[config.mk]
export PLATFORM = sky130hd
export DESIGN_NAME = mem_ctl_flat
export DESIGN_NICKNAME = d
export VERILOG_FILES = /design/src/rtl/mem_ctl_if.sv /design/src/rtl/mem_ctl.sv /design/src/flat_wrapper.sv
export SDC_FILE = /design/constraint.sdc
export NUM_CORES = 1
export LEC_CHECK = 0
export ABC_AREA = 1
export CAP_MARGIN = 10
export CORE_MARGIN = 2
export CORE_UTILIZATION = 47
export CTS_CLUSTER_DIAMETER = 80
export DETAILED_ROUTE_END_ITERATION = 12
export PLACE_DENSITY_LB_ADDON = 0.12
export REMOVE_ABC_BUFFERS = 1
export SYNTH_ARGS = -nofsm -noshare
export SYNTH_HDL_FRONTEND = slang
export SYNTH_SLANG_ARGS = --single-unit
[constraint.sdc]
create_clock -name clk -period 3.1 [get_ports clk]
set_input_delay 0.93 -clock clk [delete_from_list [all_inputs] [get_ports clk]]
set_output_delay 0.93 -clock clk [all_outputs]
set_load 0.02 [all_outputs]
[src/rtl/mem_ctl_if.sv]
// External memory bus between mem_ctl (master) and the memory (slave).
// The master holds a request until the memory acknowledges it.
interface mem_ctl_if;
  logic        bus_req;
  logic        bus_we;
  logic [15:0] bus_addr;
  logic [15:0] bus_wdata;
  logic [15:0] bus_rdata;
  logic        bus_ack;

  modport master (
    output bus_req,
    output bus_we,
    output bus_addr,
    output bus_wdata,
    input  bus_rdata,
    input  bus_ack
  );

  modport slave (
    input  bus_req,
    input  bus_we,
    input  bus_addr,
    input  bus_wdata,
    output bus_rdata,
    output bus_ack
  );
endinterface

[src/rtl/mem_ctl.sv]
// Memory controller: turns decoder read/write strobes into a held bus request.
// Writes are posted, reads return data with a mem_ready pulse, and stalled requests time out.
module mem_ctl #(
  parameter int unsigned TIMEOUT = 255
) (
  input  logic        clk,
  input  logic        rst_n,
  input  logic        ram_read,
  input  logic        ram_write,
  input  logic [15:0] addr,
  input  logic [15:0] wdata,
  output logic        mem_busy,
  output logic        mem_ready,
  output logic [15:0] rdata,
  output logic        bus_err,
  mem_ctl_if.master   bus
);

  localparam logic [7:0] TimeoutCnt = 8'(TIMEOUT);

  typedef enum logic [1:0] {StIdle, StRd, StWr, StDone} state_e;

  state_e      state_q, state_d;
  logic [7:0]  cnt_q, cnt_d;
  logic [15:0] rdata_q, rdata_d;
  logic [15:0] addr_q, addr_d;
  logic [15:0] wdata_q, wdata_d;
  logic        we_q, we_d;
  logic        err_q, err_d;

  always_ff @(posedge clk or negedge rst_n) begin
    if (!rst_n) begin
      state_q <= StIdle;
      cnt_q   <= 8'd0;
      rdata_q <= 16'h0000;
      addr_q  <= 16'h0000;
      wdata_q <= 16'h0000;
      we_q    <= 1'b0;
      err_q   <= 1'b0;
    end else begin
      state_q <= state_d;
      cnt_q   <= cnt_d;
      rdata_q <= rdata_d;
      addr_q  <= addr_d;
      wdata_q <= wdata_d;
      we_q    <= we_d;
      err_q   <= err_d;
    end
  end

  always_comb begin
    state_d = state_q;
    cnt_d   = cnt_q;
    rdata_d = rdata_q;
    addr_d  = addr_q;
    wdata_d = wdata_q;
    we_d    = we_q;
    err_d   = 1'b0;
    case (state_q)
      StIdle: begin
        // Write has priority when both strobes are high.
        if (ram_write) begin
          addr_d  = addr;
          wdata_d = wdata;
          we_d    = 1'b1;
          cnt_d   = 8'd0;
          state_d = StWr;
        end else if (ram_read) begin
          addr_d  = addr;
          we_d    = 1'b0;
          cnt_d   = 8'd0;
          state_d = StRd;
        end
      end
      StRd: begin
        if (bus.bus_ack) begin
          rdata_d = bus.bus_rdata;
          state_d = StDone;
        end else if (cnt_q == TimeoutCnt) begin
          rdata_d = 16'hFFFF;
          err_d   = 1'b1;
          state_d = StDone;
        end else begin
          cnt_d = cnt_q + 8'd1;
        end
      end
      StWr: begin
        if (bus.bus_ack) begin
          state_d = StIdle;
        end else if (cnt_q == TimeoutCnt) begin
          err_d   = 1'b1;
          state_d = StIdle;
        end else begin
          cnt_d = cnt_q + 8'd1;
        end
      end
      StDone:  state_d = StIdle;
      default: state_d = StIdle;
    endcase
  end

  // Request and status are decoded from state so reset drops them without a clock edge.
  assign mem_busy      = (state_q == StRd) || (state_q == StWr);
  assign mem_ready     = (state_q == StDone);
  assign rdata         = rdata_q;
  assign bus_err       = err_q;
  assign bus.bus_req   = mem_busy;
  assign bus.bus_we    = we_q;
  assign bus.bus_addr  = addr_q;
  assign bus.bus_wdata = wdata_q;

endmodule

[src/flat_wrapper.sv]
// flat-port wrapper written by rule: the top's interface ports become plain ports
module mem_ctl_flat 
#(
  parameter int unsigned TIMEOUT = 255
)
  (clk, rst_n, ram_read, ram_write, addr, wdata, mem_busy, mem_ready, rdata, bus_err, bus_bus_req, bus_bus_we, bus_bus_addr, bus_bus_wdata, bus_bus_rdata, bus_bus_ack);
  mem_ctl_if bus_i ();
  input  logic clk;
  input  logic rst_n;
  input  logic ram_read;
  input  logic ram_write;
  input  logic [15:0] addr;
  input  logic [15:0] wdata;
  output logic mem_busy;
  output logic mem_ready;
  output logic [15:0] rdata;
  output logic bus_err;
  output wire logic [$bits(bus_i.bus_req)-1:0] bus_bus_req;
  output wire logic [$bits(bus_i.bus_we)-1:0] bus_bus_we;
  output wire logic [$bits(bus_i.bus_addr)-1:0] bus_bus_addr;
  output wire logic [$bits(bus_i.bus_wdata)-1:0] bus_bus_wdata;
  input wire logic [$bits(bus_i.bus_rdata)-1:0] bus_bus_rdata;
  input wire logic [$bits(bus_i.bus_ack)-1:0] bus_bus_ack;
  assign bus_bus_req = bus_i.bus_req;
  assign bus_bus_we = bus_i.bus_we;
  assign bus_bus_addr = bus_i.bus_addr;
  assign bus_bus_wdata = bus_i.bus_wdata;
  assign bus_i.bus_rdata = bus_bus_rdata;
  assign bus_i.bus_ack = bus_bus_ack;
  mem_ctl #(.TIMEOUT(TIMEOUT)) u_core (.clk(clk), .rst_n(rst_n), .ram_read(ram_read), .ram_write(ram_write), .addr(addr), .wdata(wdata), .mem_busy(mem_busy), .mem_ready(mem_ready), .rdata(rdata), .bus_err(bus_err), .bus(bus_i));
endmodule
### Yosys cells after proc, flatten, opt, wreduce, memory -nomap -nowiden

Index checks and enable logic that the tools add are counted.

| word-level totals | value |
|---|---|
| memory bits (writable) | 0 |
| output and inout bits | 53 |
| ROM bits | 0 |
| word-level logic and storage cells | 49 |
| bits of input ports | 53 |
| latch bits | 0 |
| flip-flop bits (word level) | 60 |
| memories kept | 0 |

| operators by class | value |
|---|---|
| reduce and logical (&&, ||, !) cells | 11 |
| multiply operators | 0 |
| multiplexer cells | 21 |
| divide/modulo/power cells | 0 |
| magnitude comparators | 0 |
| $add $sub $neg | 1 |
| eq/ne operators | 9 |
| shift-type cells | 0 |
| bitwise logic cells | 0 |

Operators with widths:

| operator | number |
|---|---|
| two-way mux 16 bit | 4 |
| two-way mux 8 bit | 4 |
| one-hot mux 8 bit (2 select lines) | 1 |
| two-way mux 2 bit | 6 |
| adder 8 x 1 -> 8 bit (second input constant) | 1 |
| equality test 8 bit (second input constant) | 1 |
| one-hot mux 2 bit (4 select lines) | 1 |
| != test 3 x 2 -> 1 bit (second input constant) | 2 |
| AND reduction 2 bit | 3 |
| nonzero test 2 bit | 3 |
| two-way mux 1 bit | 5 |
| equality test 2 bit (second input constant) | 2 |
| != test 2 bit (second input constant) | 2 |
| AND reduction 4 bit | 1 |
| != test 3 bit (second input constant) | 1 |
| AND reduction 3 bit | 1 |
| equality test 2 x 1 -> 1 bit (second input constant) | 1 |
| zero test 2 bit | 1 |
| OR reduction 2 bit | 1 |
| logical OR 1 bit | 1 |

### Depth between registers and ports, before layout

Gate-level depths: netlist of run 1.

| depth | value |
|---|---|
| depth after elaboration | 4 |
| depth in mapped cells | 8 |
| gate-level depth less buffers | 8 |

### Least setup slack after synthesis of run 1

OpenSTA, ideal clock, no wires.

| path | value |
|---|---|
| path type | register to output |
| from | register u_core.state_q[0] |
| to | output mem_busy |
| path buffers | 1 |
| required time | 2170 ps |
| setup slack | 1114 ps |
| stages on the path, launching flop included | 4 |
| arrival time | 1056 ps |
| path through | dfrtp_1 inv_1 ha_1 buf_4 |

| between the ends | value |
|---|---|
| longest elaborated chain between the ends | 2 |
| elaborated cells on any way between the ends | 3 |
| classes of those cells | eq/ne (2); reduce/logical (1) |

Ends and longest elaborated chain:

| element | line | RTL |
|---|---|---|
| from (decl) | mem_ctl.sv:23 | `state_e state_q, state_d;` |
| from (signal assigned) | mem_ctl.sv:33 | `state_q <= StIdle;` |
| from (signal assigned) | mem_ctl.sv:41 | `state_q <= state_d;` |
| equality test 2 x 1 -> 1 bit / equality test 2 bit (equally long branches) | mem_ctl.sv:103 | `assign mem_busy = (state_q == StRd) \|\| (state_q == StWr);` |
| logical OR 1 bit (*) | mem_ctl.sv:103 |  |
| to (decl) | flat_wrapper.sv:14 | `output logic mem_busy;` |

Every way passes the cells marked *; elsewhere a longest branch is shown, timed or not.

### Final worst setup path of run 1

Same ends and word-level chain as after synthesis.

==> flow_metrics.py, run 1 <==
metrics = {
    "status": {
        "status": "complete, no violations",
    },
    "clock_tree": {
        "root_buffer": "clkbuf_8",
        "postCtsSetupRepairBufs": 0,
        "hold_buffers": 0,
        "clockBufferDepth": 2,
        "clkTransAtPathRegs_ns": 0.07,
        "cts_buffers": 9,
        "clock-sinks": 60,
        "htreeDepth": 3,
        "post_cts_resized": 0,
        "cts_tree": "built",
        "clock_latency_ns": 0.34,
    },
    "sta": {
        "tns_ns": 0,
        "setup_viol": 0,
        "fin_crit_sh": 0.8870,
        "hold_viol_final": 0,
        "worst_pin_slew_ns": 0.7002,
        "slew_viol_final": 0,
        "layout_min_cycle_time_ns": 2.750,
        "rsz0062_at_grt": "no",
        "slew_headroom": 0.5332,
        "finClkSkew_ns": 0.01148,
        "fmax_mhz": 363.7,
    },
    "layout": {
        "final_cell_mix": "clkdlybuf4s50_1, nand2_1, dfrtp_1, nor2_1, inv_1",
        "fin_area_um2": 4031,
        "area_growth_pct": 48.82,
        "final_common_cell": "clkdlybuf4s50_1",
        "antennaDiodeCount": 0,
        "post_route_cells_drive_above_1_share": 0.1411,
        "nets": 459,
    },
    "logic_synthesis": {
        "yosysSeqAreaShare": 0.5543,
        "ys_top_cells_by_area": "dfrtp_1, nand2_1, mux2_2, nor2_1, inv_1",
        "syn_avg_cell_area_um2": 9.438,
        "synth-seq-cells": 60,
        "postSynthCellCount": 287,
        "synth_cell_types": 25,
        "yosys.area.top_type_share": 0.5543,
        "synth_top_area_cell": "dfrtp_1",
        "synth_area_um2": 2709,
        "yosys_warnings": 0,
    },
    "routing": {
        "drc": 0,
        "wl_mm": 6.296,
        "dr_total_vias": 2226,
        "vias_per_cell": 4.676,
        "drtIter0Drc": 114,
        "ant_nets": 0,
        "routedWlPerCell_um": 13.23,
        "firstDrtPassIters": 4,
    },
    "job": {
        "drv_cap": 0,
    },
    "placed_design": {
        "dpl-instance-area_um2": 3829,
        "port_buffers": 105,
        "hpwl_mm": 4.439,
        "gp_congestion": 0.7573,
    },
    "pwr": {
        "p_clk_frac": 0.174,
        "p_sw_mw": 1.588,
        "p_leak_nw": 1.953,
        "internal_power_mw": 2.506,
        "peakVddDrop_mv": 0.6859,
        "power_frac_comb": 0.507,
        "switching_share": 0.3879,
        "power_density_nw_per_um2": 1016,
        "seqPwrFrac": 0.320,
    },
    "floorplan": {
        "start_util": 0.4889,
        "ios": 106,
        "die_w_um": 79.92,
        "rows": 27,
        "coreArea_um2": 5540,
        "die_y_um": 79.92,
        "die-area_um2": 6386,
    },
    "worst_setup_path": {
        "crit_type": "flop to output pin",
        "cp_max_fo": 5,
        "worstPathArrival_ns": 1.82,
        "end_kind": "output pin",
        "required_ns": 2.17,
        "cp-start-kind": "flop",
    },
    "global_routing": {
        "grt_max_degree": 32,
        "grt_pass1_vias": 2315,
        "antenna_found_initial": 0,
        "grt_overflow_total": 0,
        "grt_first_pass_wirelength_mm": 10.46,
        "track_usage": 0.2123,
    },
    "worst_hold_path": {
        "hp-class": "flop to flop",
    },
}
[worst max-delay path, stage by stage, from the launching register on]
cell and delay [ns]:
dfrtp_1 0.42, inv_1 0.11, ha_1 0.35, clkdlybuf4s50_1 0.62
[synth_stat cells, drive strengths merged]
| cell | count |
|---|---|
| nand2 | 103 |
| dfrtp | 60 |
| nor2 | 33 |
| inv | 29 |
| a21oi | 19 |
| mux2 | 16 |
| ha | 7 |
| buf | 5 |
| nand3 | 4 |
| o21ai | 3 |
| clkbuf | 2 |
| nand4 | 2 |
| nor3 | 2 |
| nand3b | 1 |
| o21a | 1 |
[power by group through the flow]
stage	Clock, mW	Sequential (mW)	Combinational [mW]
after floorplan	0	1.69	0.735
final	0.711	1.31	2.07
after detailed placement	0	1.32	2.09
after global placement	0	1.30	2.05
after global routing	0.763	1.36	2.25
after CTS	0.724	1.31	2.10
[cell type report]
cell class | instances | area [µm²]
timing repair buffer | 108 | 1081
multi-input combinational | 191 | 1047
sequential | 60 | 1501
clock buffer | 12 | 155.1
clock inverter | 4 | 47.55
fill | 422 | 1509
inverter | 29 | 108.9
tap | 72 | 90.09
[final timing paths]
path / from / endpoint / slack (ns) / depth (start not counted)
setup reg to reg: u_core.state_q[0] / u_core.cnt_q[0] / 1.31 / 8
min in group asynchronous: rst_n / u_core.bus.bus_addr[3] / 0.63 / 1
setup / recovery: u_core.state_q[0] / mem_busy / 0.35 / 3
max in group asynchronous: rst_n / u_core.bus.bus_addr[15] / 1.86 / 2
hold / removal: u_core.bus.bus_addr[0] / u_core.bus.bus_addr[0] / 0.48 / 2
hold reg to reg: u_core.bus.bus_addr[0] / u_core.bus.bus_addr[0] / 0.48 / 2
[layer usage]
| layer | global-route usage | vias up | routed length [µm] |
|---|---|---|---|
| li1 | - | 1111 | - |
| met3 | 0.08258 | 9 | 624 |
| met2 | 0.3408 | 73 | 2977 |
| met5 | 0 | - | 0 |
| met1 | 0.2504 | 1033 | 2589 |
| met4 | 0.09831 | 0 | 104 |
[state kept, by name (all words and copies together), names as in the netlist]
register              count
u_core.bus.bus_addr      16
u_core.bus.bus_wdata     16
u_core.rdata             16
u_core.cnt_q              8
u_core.state_q            2
u_core.bus.bus_we         1
u_core.bus_err            1
[logic make-up after synthesis]
group | share of synthesized area
adders and majority gates | 0.03233
buffers and inverters | 0.05912
AOI/OAI and AO/OA | 0.05866
DFF | 0.5543
muxes | 0.06651
and+or+nand+nor | 0.2291
[through the flow]
stage / setup WS, ns / power [mW] / hold WS, ns / std cells / utilization
after floorplan: 1.099 / 2.424 / 0.4708 / 280 / -
after global placement: 0.7583 / 3.348 / 0.4585 / 460 / 0.6911
after detailed placement: 0.6942 / 3.404 / 0.4664 / 460 / 0.6911
after CTS: 0.3330 / 4.137 / 0.4832 / 476 / 0.7276
after global routing: 0.2513 / 4.366 / 0.5146 / 476 / 0.7276
final: 0.3502 / 4.094 / 0.4819 / 476 / 0.7276
Note: power is estimated with default switching activity, not from simulation.
==> run 2, diff against run 1 <==
--- a/config.mk
+++ b/config.mk
@@ -8,8 +8,9 @@
 export ABC_AREA = 1
 export CAP_MARGIN = 10
 export CORE_MARGIN = 2
-export CORE_UTILIZATION = 47
+export CORE_UTILIZATION = 39
 export CTS_CLUSTER_DIAMETER = 80
+export CTS_CLUSTER_SIZE = 16
 export DETAILED_ROUTE_END_ITERATION = 12
 export PLACE_DENSITY_LB_ADDON = 0.12
 export REMOVE_ABC_BUFFERS = 1
==> constraint.sdc (replaced) <==
create_clock -name clk -period 2.3 [get_ports clk]
set_input_delay 0.69 -clock clk [delete_from_list [all_inputs] [get_ports clk]]
set_output_delay 0.69 -clock clk [all_outputs]
set_load 0.02 [all_outputs]
==> run 2 against run 1 <==
Design area rose by 0.96%. Largest cell class unchanged. Wire length fell by 4.6%. Flip-flop and latch count did not move. Clock power rose by 46%. Critical path depth did not move. Sequential share of layout area fell by 0.35 points. Die area rose by 19%. Critical path type unchanged.
==> flow_metrics.py, run 2 (same netlist as run 1, synthesis figures left out) <==
metrics = {
    "layout": {
        "post_route_cells_drive_above_1_share": 0.1453,
        "fin_area_um2": 4070,
        "area_growth_pct": 50.25,
        "fillers": 607,
        "antennaDiodeCount": 0,
        "nets": 461,
        "final_common_cell": "clkdlybuf4s50_1",
        "fin_util": 0.6024,
        "final_cell_mix": "clkdlybuf4s50_1, nand2_1, dfrtp_1, nor2_1, inv_1",
    },
    "floorplan": {
        "die_w_um": 87.34,
        "coreArea_um2": 6756,
        "rows": 30,
        "die-area_um2": 7628,
        "die_y_um": 87.34,
        "ios": 106,
        "start_util": 0.4009,
    },
    "worst_setup_path": {
        "crit_path_start": "u_core.state_q[0]",
        "end_kind": "output pin",
        "worstPathArrival_ns": 1.53,
        "rrSetupSlack_ns": 0.53,
        "crit_end": "mem_busy",
        "required_ns": 1.61,
        "ff2ff_path_depth": 8,
        "r2r-start": "u_core.state_q[0]",
        "regToRegEndpoint": "u_core.cnt_q[4]",
        "cp-start-kind": "flop",
        "cp_max_fo": 5,
        "crit_type": "flop to output pin",
    },
    "routing": {
        "firstDrtPassIters": 4,
        "dr_total_vias": 2233,
        "drtIter0Drc": 64,
        "drc": 0,
        "ant_nets": 0,
        "wl_mm": 6.008,
        "routedWlPerCell_um": 12.36,
        "vias_per_cell": 4.595,
    },
    "sta": {
        "fmax_mhz": 450.1,
        "slew_viol_final": 0,
        "tns_ns": 0,
        "layout_min_cycle_time_ns": 2.222,
        "setup_viol": 0,
        "hold_viol_final": 0,
        "slew_headroom": 0.7401,
        "setup_slack_ns": 0.07848,
        "worst_pin_slew_ns": 0.3884,
        "fin_crit_sh": 0.9659,
        "rsz0062_at_grt": "no",
        "finClkSkew_ns": 0.007639,
    },
    "clock_tree": {
        "root_buffer": "clkbuf_8",
        "cts_buffers": 9,
        "clockBufferDepth": 2,
        "clock-sinks": 60,
        "clkTransAtPathRegs_ns": 0.06,
        "postCtsSetupRepairBufs": 0,
        "cts_tree": "built",
        "htreeDepth": 3,
        "clock_latency_ns": 0.33,
    },
    "pwr": {
        "switching_share": 0.3804,
        "power_frac_comb": 0.498,
        "internal_power_mw": 3.448,
        "p_clk_frac": 0.187,
        "power_density_nw_per_um2": 1367,
        "seqPwrFrac": 0.316,
        "p_leak_nw": 1.993,
        "peakVddDrop_mv": 0.7605,
        "p_sw_mw": 2.117,
        "power_mw": 5.566,
    },
    "global_routing": {
        "track_usage": 0.1701,
        "grt_overflow_total": 0,
        "grtUsageMet2": 0.2617,
        "busiest_layer": "met2",
        "met1_usage": 0.2061,
        "grt_first_pass_wirelength_mm": 10.07,
        "grt_max_degree": 61,
        "grt_pass1_vias": 2271,
        "use_met3": 0.07488,
        "antenna_found_initial": 0,
    },
    "placed_design": {
        "pre_cts_slack_ns": 0.1320,
        "hpwl_mm": 4.307,
        "port_buffers": 105,
        "dpl-instance-area_um2": 3854,
        "gp_congestion": 0.7832,
    },
    "worst_hold_path": {
        "hp-class": "primary input to async pin",
    },
    "job": {
        "drv_cap": 0,
    },
    "status": {
        "status": "complete, no violations",
    },
}
## run 2: final cells by class
type	count	area (µm²)	share of cell area
Sequential cell	60	1501	0.3689
Timing Repair Buffer	110	1096	0.2693
Multi-Input combinational cell	191	1047	0.2573
Clock buffer	11	141.4	0.03474
Inverter	29	108.9	0.02674
Tap cell	80	100.1	0.02459
Clock inverter	5	75.07	0.01844
## run 2: worst min path at each step
stage	cells past startpoint	slack, ns	to
after floorplan	0	0.39	u_core.bus.bus_addr[0]
after global placement	2	0.46	u_core.bus.bus_we
after detailed placement	2	0.47	u_core.bus.bus_we
after CTS	2	0.37	u_core.rdata[12]
after global routing	2	0.38	u_core.bus.bus_addr[12]
final	2	0.35	u_core.bus.bus_addr[12]
## run 2: timing repair
action,CTS,global route
hold buffers,0,0
gates resized for setup,2,1
setup endpoints to repair,2,1
endpoints found under the hold margin,0,0
## run 2: metal layers
metal / share of wire / vias up
li1: - / 1119
met5: 0 / -
met2: 0.46 / 68
met3: 0.10 / 10
met4: 0.018 / 0
met1: 0.42 / 1036
## run 2: power by group through the flow
stage	registers, mW	clock network, mW	logic, mW
2_1_floorplan	2.28	0	0.990
3_3_place_gp	1.75	0	2.80
3_5_place_dp	1.77	0	2.83
4_1_cts	1.76	1.07	2.81
5_1_grt	1.82	1.11	3.02
6_report	1.76	1.04	2.77
## run 2: worst max-delay path, cell delays in order (launching register included)
cell	delay (ns)
dfrtp_1	0.42
inv_1	0.10
ha_1	0.33
dlygate4sd2_1	0.35
## run 2: per-stage QoR
step                cells  hold slack (ns)
CTS                   486           0.3698
global placement      470           0.4597
finish                486           0.3527
global route          486           0.3821
detailed placement    470           0.4655
floorplan             280           0.3944
